File: config.mk
export PLATFORM = sky130hd
export DESIGN_NAME = serial_pattern_tx
export DESIGN_NICKNAME = d
export VERILOG_FILES = /design/src/rtl/serial_pattern_tx.sv
export SDC_FILE = /design/constraint.sdc
export NUM_CORES = 1
export LEC_CHECK = 0
export BUFFER_PORTS_ARGS = -buffer_cell sky130_fd_sc_hd__buf_2
export CAP_MARGIN = 20
export CORE_UTILIZATION = 35
export CTS_CLUSTER_SIZE = 16
export DETAILED_ROUTE_END_ITERATION = 16
export SYNTH_ARGS = -nofsm -noshare
export SYNTH_HDL_FRONTEND = slang
export SYNTH_SLANG_ARGS = --single-unit
File: constraint.sdc
create_clock -name clk -period 6.95 [get_ports clk]
set_input_delay 1.39 -clock clk [delete_from_list [all_inputs] [get_ports clk]]
set_output_delay 1.39 -clock clk [all_outputs]
set_load 0.05 [all_outputs]
File: src/rtl/serial_pattern_tx.sv
// rtl/serial_pattern_tx.sv - serial bit-pattern transmitter, MSB-first, N repetitions with optional gap
module serial_pattern_tx #(
  parameter int MAX_LEN = 16,
  parameter int LEN_W   = 5,
  parameter int CNT_W   = 8,
  parameter int GAP_W   = 4
) (
  input  logic               clk,
  input  logic               reset,
  input  logic               start,
  input  logic [MAX_LEN-1:0] pattern,
  input  logic [LEN_W-1:0]   len,
  input  logic [CNT_W-1:0]   reps,
  input  logic [GAP_W-1:0]   gap,
  output logic               out,
  output logic               valid,
  output logic               busy,
  output logic               done
);

  localparam logic [1:0] ST_IDLE = 2'd0;
  localparam logic [1:0] ST_SEND = 2'd1;
  localparam logic [1:0] ST_GAP  = 2'd2;
  localparam logic [1:0] ST_DONE = 2'd3;

  typedef enum logic [1:0] {
    IDLE = ST_IDLE,
    SEND = ST_SEND,
    GAP  = ST_GAP,
    DONE = ST_DONE
  } state_t;

  state_t             state_q, state_d;
  logic [MAX_LEN-1:0] pattern_q, pattern_d;
  logic [LEN_W-1:0]   len_q, len_d;
  logic [LEN_W-1:0]   idx_q, idx_d;
  logic [CNT_W-1:0]   rep_q, rep_d;
  logic [GAP_W-1:0]   gap_q, gap_d;
  logic [GAP_W-1:0]   gcnt_q, gcnt_d;
  logic               out_q, out_d;
  logic               valid_q, valid_d;
  logic               busy_q, busy_d;
  logic               done_q, done_d;

  logic [LEN_W-1:0]   len_clamp;
  logic [MAX_LEN-1:0] shifted;
  logic               emit;

  assign len_clamp = (len > LEN_W'(MAX_LEN)) ? LEN_W'(MAX_LEN) : len;

  always_comb begin
    state_d   = state_q;
    pattern_d = pattern_q;
    len_d     = len_q;
    idx_d     = idx_q;
    rep_d     = rep_q;
    gap_d     = gap_q;
    gcnt_d    = gcnt_q;
    out_d     = 1'b0;
    valid_d   = 1'b0;
    busy_d    = 1'b0;
    done_d    = 1'b0;
    emit      = 1'b0;
    shifted   = '0;

    case (state_q)
      IDLE: begin
        if (start) begin
          pattern_d = pattern;
          len_d     = len_clamp;
          rep_d     = reps;
          gap_d     = gap;
          if (len_clamp == LEN_W'(0) || reps == CNT_W'(0)) begin
            state_d = DONE;
            done_d  = 1'b1;
          end else begin
            state_d = SEND;
            idx_d   = len_clamp - LEN_W'(1);
            emit    = 1'b1;
          end
        end
      end
      SEND: begin
        // idx_q is the bit currently on out; pick the bit for the next cycle
        if (idx_q != LEN_W'(0)) begin
          idx_d = idx_q - LEN_W'(1);
          emit  = 1'b1;
        end else if (rep_q > CNT_W'(1)) begin
          rep_d = rep_q - CNT_W'(1);
          if (gap_q != GAP_W'(0)) begin
            state_d = GAP;
            gcnt_d  = gap_q;
            busy_d  = 1'b1;
          end else begin
            idx_d = len_q - LEN_W'(1);
            emit  = 1'b1;
          end
        end else begin
          state_d = DONE;
          done_d  = 1'b1;
        end
      end
      GAP: begin
        busy_d = 1'b1;
        if (gcnt_q <= GAP_W'(1)) begin
          state_d = SEND;
          gcnt_d  = '0;
          idx_d   = len_q - LEN_W'(1);
          emit    = 1'b1;
        end else begin
          gcnt_d = gcnt_q - GAP_W'(1);
        end
      end
      DONE: begin
        state_d = IDLE;
      end
      default: begin
        state_d = IDLE;
      end
    endcase

    if (emit) begin
      shifted = pattern_d >> idx_d;
      out_d   = shifted[0];
      valid_d = 1'b1;
      busy_d  = 1'b1;
    end
  end

  always_ff @(posedge clk) begin
    if (reset) begin
      state_q   <= IDLE;
      pattern_q <= '0;
      len_q     <= '0;
      idx_q     <= '0;
      rep_q     <= '0;
      gap_q     <= '0;
      gcnt_q    <= '0;
      out_q     <= 1'b0;
      valid_q   <= 1'b0;
      busy_q    <= 1'b0;
      done_q    <= 1'b0;
    end else begin
      state_q   <= state_d;
      pattern_q <= pattern_d;
      len_q     <= len_d;
      idx_q     <= idx_d;
      rep_q     <= rep_d;
      gap_q     <= gap_d;
      gcnt_q    <= gcnt_d;
      out_q     <= out_d;
      valid_q   <= valid_d;
      busy_q    <= busy_d;
      done_q    <= done_d;
    end
  end

  assign out   = out_q;
  assign valid = valid_q;
  assign busy  = busy_q;
  assign done  = done_q;

endmodule

==> impl_summary.md, run 1 <==
Yosys
In this run the cell area of the synthesized design comes to 2900 sq um. The post-synthesis register bit count is 48. Of the post-synthesis cell area, the dominant cell type holds 0.331.

The primary flip-flop cell chosen by synthesis mapping is dfxtp_1. The proportion of register bits with asynchronous set or reset after synthesis is 0. The warning count from the yosys run is 0.

The synthesized instance count is 355. Of the synthesized area, sequential elements account for 0.331. Summed over all instances, the cell type with the most area after synthesis is dfxtp_1. The most used standard cell by instance count after synthesis is nand2_1. The average instance in the mapped netlist occupies 8.18 sq um.

The number of nets in the synthesized netlist is 403. By count the netlist is led by 66 x nand2_1, 48 x dfxtp_1, 37 x a21oi_1. The distinct cell type count after synthesis is 56. The count of flip-flops with a built-in enable after synthesis is 0. By area the synthesized netlist is led by dfxtp_1 33%, nand2_1 8.5%, a21oi_1 6.4%.

Pwr
The internal power of the cells totals 0.837 mW. The portion of total power attributed to combinational logic is 0.551. The share of total power dissipated in the clock network is 0.170. The power per cell area is 447 nW/um^2. Summed over all nets, the switching power comes to 0.643 mW. For this design the static power due to leakage is 1.27 nW. The share of total power dissipated in sequential elements is 0.279. The peak supply drop is 0.145 mV.

Summing internal, switching and leakage power gives 1.48 mW. The switching portion of total power is 0.435.

Layout
The number of nets in the finished design is 433. The footprint of the multi-input gates is 1810 sq um. Across the whole layout, storage elements account for 961 sq um. The share of post-route cells with drive strength above 1 is 0.187.

The area growth from synthesis to layout is 14.1%. Once layout is done, the placed cells without fillers occupy 3310 sq um. 0 antenna diodes ended up in the layout. The filler cells instantiated in the layout total 815.

Worst setup path
The critical path start-end classification is primary input to flop. The largest fanout of any net on the critical path is 9. For the worst setup path, the data required time is 7.18 ns. The sort of element at the end of the critical path is a flop. The startpoint identified for the worst register-to-register timing path is idx_q[0]$_SDFF_PP0_.

The data arrival time of the critical path is 3.96 ns. The category of the worst setup path launch point is a primary input. The most critical setup path has its startpoint at len[4].

Clock tree
The root buffer cell chosen for the clock tree is clkbuf_8. Counting along the longest clock path gives a buffer depth of 2. The clock reaches the later pin of the worst-skew pair after 0.31 ns. The deepest level of the CTS H-tree is 2.

The number of buffers inserted for hold repair after clock tree synthesis is 0. Post-CTS repair changed the size of 0 cells. The CTS tree is done.

Post-CTS timing repair inserted 0 buffers for setup. Clock tree synthesis inserted a total of 5 buffers. Clock-pin slew was measured on the worst setup and hold paths at 0.10 ns. Clock tree synthesis found a total of 48 sinks.

Timing
The aggregate negative setup slack is 0 ns. The final number of max-transition violations came to 0. At the pin with the least slew margin, the transition time is 0.924 ns. Setup violations remaining at the end of the flow were counted as 0. Based on the critical path, the design can be clocked at up to 268 MHz.

The worst pin sits at a relative slew slack of 0.384. The hold violation total from the final report was 0. Setup repair after global routing left no endpoint under its margin. The share of the cycle needed by the critical path after routing is 0.536. The post-layout minimum cycle time is 3.73 ns. The setup clock skew after layout is 0.0145 ns.

Global route
In the global route stage, overall resource usage came out at 0.172. The first-pass GRT wire length is 11900 um. Entering global routing, the biggest net connects 47 pins. The global-route congestion overflow total is 0. The number of global-route vias before repair was 2545. The number of antenna violations at the first check in global routing is 0.

Place
The post-detailed-placement half-perimeter wirelength is 4920 um. Once placement finished, the instance area stood at 3170 sq um. The quantity of I/O buffers inserted on ports is 39. Routability-driven placement finished with a final weighted congestion of 0.890.

Routing
In the final routed layout, each cell accounts on average for 14.1 um. The number of nets with antenna violations after routing is 0. The final layout contains routed wiring with a total length of 6880 um. The overall via count from detail_route is 2646. The number of vias per cell after detailed routing is 5.42. The violation count after the first detailed-routing iteration is 131. For this run, design rule violations remaining after detail routing come to 0. The iteration count of the initial detailed-routing pass is 6.

Die
The horizontal extent of the die is 93.1 um. In this run the core area contains 32 standard-cell rows. The number of top-level pins is 40. The die covers 8660 sq um. The die is 93.1 um tall. The starting density of the core is 0.368.

The area of the core is 7890 sq um.

Outcome
The flow ran to the end, and the final reports show no timing, DRC or antenna violations.

Hold path
In this run the most critical hold path is launched from pattern_q[13]$_SDFF_PP0_. The worst min-delay path category is flop to flop.

Run
The tool flagged a number of max-cap violations equal to 0.
-- worst max-delay path, cell delays in order --
cell,delay [ns]
buf_2,0.15
nor2b_1,0.20
inv_1,0.09
ha_1,0.19
or4b_4,0.21
o211ai_1,0.12
a221o_1,0.42
o21bai_1,0.17
a221oi_1,0.50
or4_1,0.20
nand4_1,0.09
a211oi_1,0.23
-- kinds of logic after synthesis --
logic type,count (synthesis),share of synthesized area
DFF,48,0.331
muxes,15,0.0918
AOI/OAI and AO/OA,93,0.211
adders and majority gates,12,0.0517
buffers and inverters,35,0.0461
and+or+nand+nor,146,0.250
xor gates and xnor gates,6,0.0181
-- power groups by stage --
stage | Sequential, mW | Combinational [mW] | Clock (mW)
6_report | 0.413 | 0.816 | 0.252
5_1_grt | 0.425 | 0.916 | 0.270
4_1_cts | 0.412 | 0.820 | 0.259
3_5_place_dp | 0.418 | 0.815 | 0
3_3_place_gp | 0.417 | 0.811 | 0
2_1_floorplan | 0.422 | 0.632 | 0
-- metal layers --
metal | track usage | up-vias | share of wire
li1 | - | 1335 | -
met1 | 0.223 | 1252 | 0.49
met2 | 0.288 | 53 | 0.46
met3 | 0.0350 | 6 | 0.037
met4 | 0.0500 | 0 | 0.0094
met5 | 0 | - | 0
-- final cells by class --
class / count / area share
Clock buffer: 5 / 0.0208
Inverter: 16 / 0.0181
Timing Repair Buffer: 42 / 0.0657
Clock inverter: 3 / 0.0208
Multi-Input combinational cell: 272 / 0.546
Sequential cell: 48 / 0.290
Tap cell: 102 / 0.0385
-- placed cells by master, fill, tap and decap left out, drive strengths merged, types with 3 or more instances in the layout --
cell / n
o22ai: 6
a21oi: 37
or4b: 3
o21ai: 11
mux2: 4
and2: 3
nor2: 27
inv: 17
nor2b: 4
mux4: 8
nand2b: 9
nand3: 3
o211ai: 3
nor3: 12
or3: 4
a211oi: 8
nand2: 66
o31ai: 3
clkbuf: 5
ha: 12
mux2i: 3
buf: 42
xnor2: 5
a22oi: 7
or4: 5
dfxtp: 48
-- flip-flops by register name, summed over array words and instances (netlist names), 2 cells and up --
name,count
rep_q,8
gcnt_q,4
len_q,5
pattern_q,16
idx_q,5
gap_q,4
state_q,2
-- through the flow --
stage	hold slack, ns	cells	setup slack (ns)	utilization
floorplan	0.432	355	3.18	-
global placement	0.438	480	2.97	0.402
detailed placement	0.444	480	2.85	0.402
CTS	0.457	488	3.20	0.420
global route	0.475	488	2.89	0.420
finish	0.457	488	3.22	0.420
-- path summary, 6_finish.rpt --
path                                    to  slack, ns  cells after the start
hold reg to reg   pattern_q[13]$_SDFF_PP0_       0.46                      2
hold / removal    pattern_q[13]$_SDFF_PP0_       0.46                      2
setup / recovery            out$_SDFF_PP0_       3.22                     12
setup reg to reg    gcnt_q[3]$_SDFFE_PP0P_       3.85                      8
(Power assumes the default switching activity.)
==> inputs of run 2 (changes only) <==
clock period = 3.4 ns   (was 6.95 ns; I/O delays follow)
==> run 2 against run 1 <==
Net effect: setup slack got worse by 2.7 ns; combinational power up 120%; first-iteration DRC count up 31%; sequential cell count did not move; sequential power is 100% higher; non-clock buffer count rose by 11; cell area is 2.5% higher; routed wire length is 2.6% higher.
==> impl_summary.md, run 2 (synthesis gave the netlist of run 1 again) <==
Worst setup path
The data arrival time of the critical path is 3.08 ns (-0.88 ns). The worst setup path is of the primary input to flop kind. The endpoint required time on the critical path came to 3.61 ns (-3.57 ns). Walking the worst path, the cells encountered are buf_2 -> nor2b_1 -> inv_1 -> ha_1 -> or4b_4 -> o21a_1 -> a22oi_2 -> nand4_4 -> mux4_1 -> or4b_1 -> nand4_1 -> a211oi_1. The delay of the slowest critical-path stage is 0.47 ns (-0.03 ns). The largest fanout of any net on the critical path is 8 (-1). The critical path launch point is len[0]. The slowest stage of the critical path is the or4b_4 cell.

The worst setup path is launched from a primary input. The worst reg2reg path startpoint is rep_q[0]$_SDFFE_PP0P_. The sort of element at the end of the critical path is a flop.

Routing
The violation count after the first detailed-routing iteration came to 171 (+31%). The wire length per cell after detailed routing was 14.1 um (+0.33%). The number of vias per cell after detailed routing is 5.41 (-0.13%). The number of nets with antenna violations after routing is 0 (unchanged). The overall via count from detail_route is 2702 (+2.1%). The routed wire length is 7060 um (+2.6%). The iteration count of the initial detailed-routing pass is 5 (-1). The number of remaining DRC errors is 0 (unchanged).

Layout
The largest registers in the layout are pattern_q (16), rep_q (8). The final-layout fill cell count is 825 (+1.2%). The number of diodes is 0 (unchanged).

The library cell used most frequently in the layout, excluding fill and tap cells, is nand2_1. The area taken by flip-flops and latches is 961 sq um (unchanged). The flip-flop count of the largest register, all copies and words added is 16 (unchanged). From synthesis to final layout, the design area changed by 16.9%. The footprint of the multi-input gates is 1810 sq um (unchanged). The number of nets in the finished design is 444 (+2.5%). The final instance area came to 3390 sq um (+2.5%). The share of post-route cells with drive strength above 1 was 0.209 (+0.0225). In the layout the commonest cells are 66 x nand2_1, 48 x dfxtp_1, 39 x buf_2. The register with the most flip-flops is pattern_q.

Timing
Derived from the worst setup path, the maximum achievable clock frequency is 349 MHz. The worst path in the final design needs a cycle of 2.86 ns, including I/O delays and setup. The final count of negative-setup-slack endpoints is 0 (unchanged). The transition time of the tightest slew-check pin is 0.911 ns (-0.0130 ns). Setup repair after global routing left no endpoint under its margin. The worst-case headroom to the max-slew limit was 0.393 (+0.00870).

The aggregate negative setup slack was 0 ns (unchanged). The share of the cycle needed by the critical path after routing is 0.842. The final number of max-transition violations is 0 (unchanged). The hold violation total from the final report came to 0 (unchanged). The final-layout worst hold slack came to 0.458 ns (+0.000592 ns). The setup clock skew after layout came to 0.0176 ns (+0.00308 ns).

Die
The area of the core is 7890 sq um (unchanged). The standard-cell row count was 32 (unchanged). The die boundary height was 93.1 um (unchanged).

The horizontal extent of the die was 93.1 um (unchanged). The die footprint is 8660 sq um (unchanged). The number of top-level pins is 40 (unchanged). The starting density of the core is 0.368 (unchanged).

Pwr
The power per cell area came to 922 nW/um^2 (+110%). The standby leakage power was 1.32 nW (+4.2%). The peak supply drop is 0.307 mV (+110%).

Clock tree
The latest clock arrival within the worst-skew pair was 0.32 ns (about the same). The TritonCTS buffer count is 5 (unchanged). The cell at the root of the clock tree is clkbuf_8. The post-CTS repair timing setup buffer count is 0 (unchanged).

The CTS tree is done. The clock sink count is 48 (unchanged). The clock-pin slew on the worst setup and hold paths is 0.10 ns (about the same). The worst-case clock buffer depth is 2 (unchanged). The deepest level of the CTS H-tree is 2 (unchanged). The count of instances resized after the clock tree is built is 0 (unchanged). The number of buffers inserted for hold repair after clock tree synthesis is 0 (unchanged).

Place
The instance area after placement came to 3260 sq um (+2.6%). The quantity of I/O buffers inserted on ports was 39 (unchanged). The post-detailed-placement half-perimeter wirelength is 5160 um (+5.0%).

The final RePlAce weighted congestion is 0.928 (+4.3%).

Global route
The global-route congestion overflow total is 0 (unchanged). The number of antenna violations at the first check in global routing is 0 (unchanged). The largest net degree at the start of global routing is 47 (unchanged). The total global-route track usage is 0.174 (+0.00147). The first-pass GRT wire length is 12000 um (+0.87%).

The number of global-route vias before repair is 2568 (+0.90%).

Hold path
The worst min-delay path category is flop to flop. The hold path startpoint is pattern_q[3]$_SDFF_PP0_.

Run
The max-capacitance violation count is 0 (unchanged).

Outcome
The flow ran to the end, and the final reports show no timing, DRC or antenna violations.
-- run 2: cell types whose count changed in the layout (fill, tap and decap cells not counted), sizes merged --
cell / previous run / this run
buf: 42 / 53
-- run 2: layout make-up --
| class | count | area share |
|---|---|---|
| clock buffer | 5 | 0.0203 |
| clock inverter | 3 | 0.0203 |
| inverter | 16 | 0.0177 |
| multi-input combinational | 272 | 0.533 |
| sequential | 48 | 0.283 |
| tap | 102 | 0.0376 |
| timing repair buffer | 53 | 0.0885 |
-- run 2: routing by layer --
metal  vias up  GRT usage  wire length, um  part of all wire
li1       1364          -                -                 -
met1      1257      0.223             3280              0.47
met2        69      0.285             3290              0.47
met3        12     0.0333              323             0.046
met4         0     0.0692              162             0.023
met5         -          0                0                 0
-- run 2: power breakdown --
part	switching [mW]	leakage, nW	internal, mW
registers	0.121	0.394	0.712
logic	1.00	0.859	0.778
clock network	0.218	0.0687	0.296
-- run 2: final timing paths --
kind	endpoint	slack [ns]	cells past startpoint
setup / recovery	out$_SDFF_PP0_	0.54	12
hold / removal	pattern_q[3]$_SDFF_PP0_	0.46	2
setup reg to reg	out$_SDFF_PP0_	0.62	10
hold reg to reg	pattern_q[3]$_SDFF_PP0_	0.46	2
-- run 2: stage by stage --
stage                     total power, mW  instances  utilization  setup WS [ns]
final                                3.13        499        0.430          0.536
after floorplan                      2.15        355            -          0.341
after global routing                 3.40        499        0.430          0.373
after CTS                            3.14        499        0.430          0.522
after global placement               2.60        491        0.413          0.237
after detailed placement             2.61        491        0.413          0.181
-- run 2: worst max-delay path, delay by kind of cell --
kind            cells  cell delay (ns)
buf+inv             2             0.18
mux                 1             0.28
compound gates      3             0.41
simple gates        5             1.39
fa+ha+maj           1             0.13
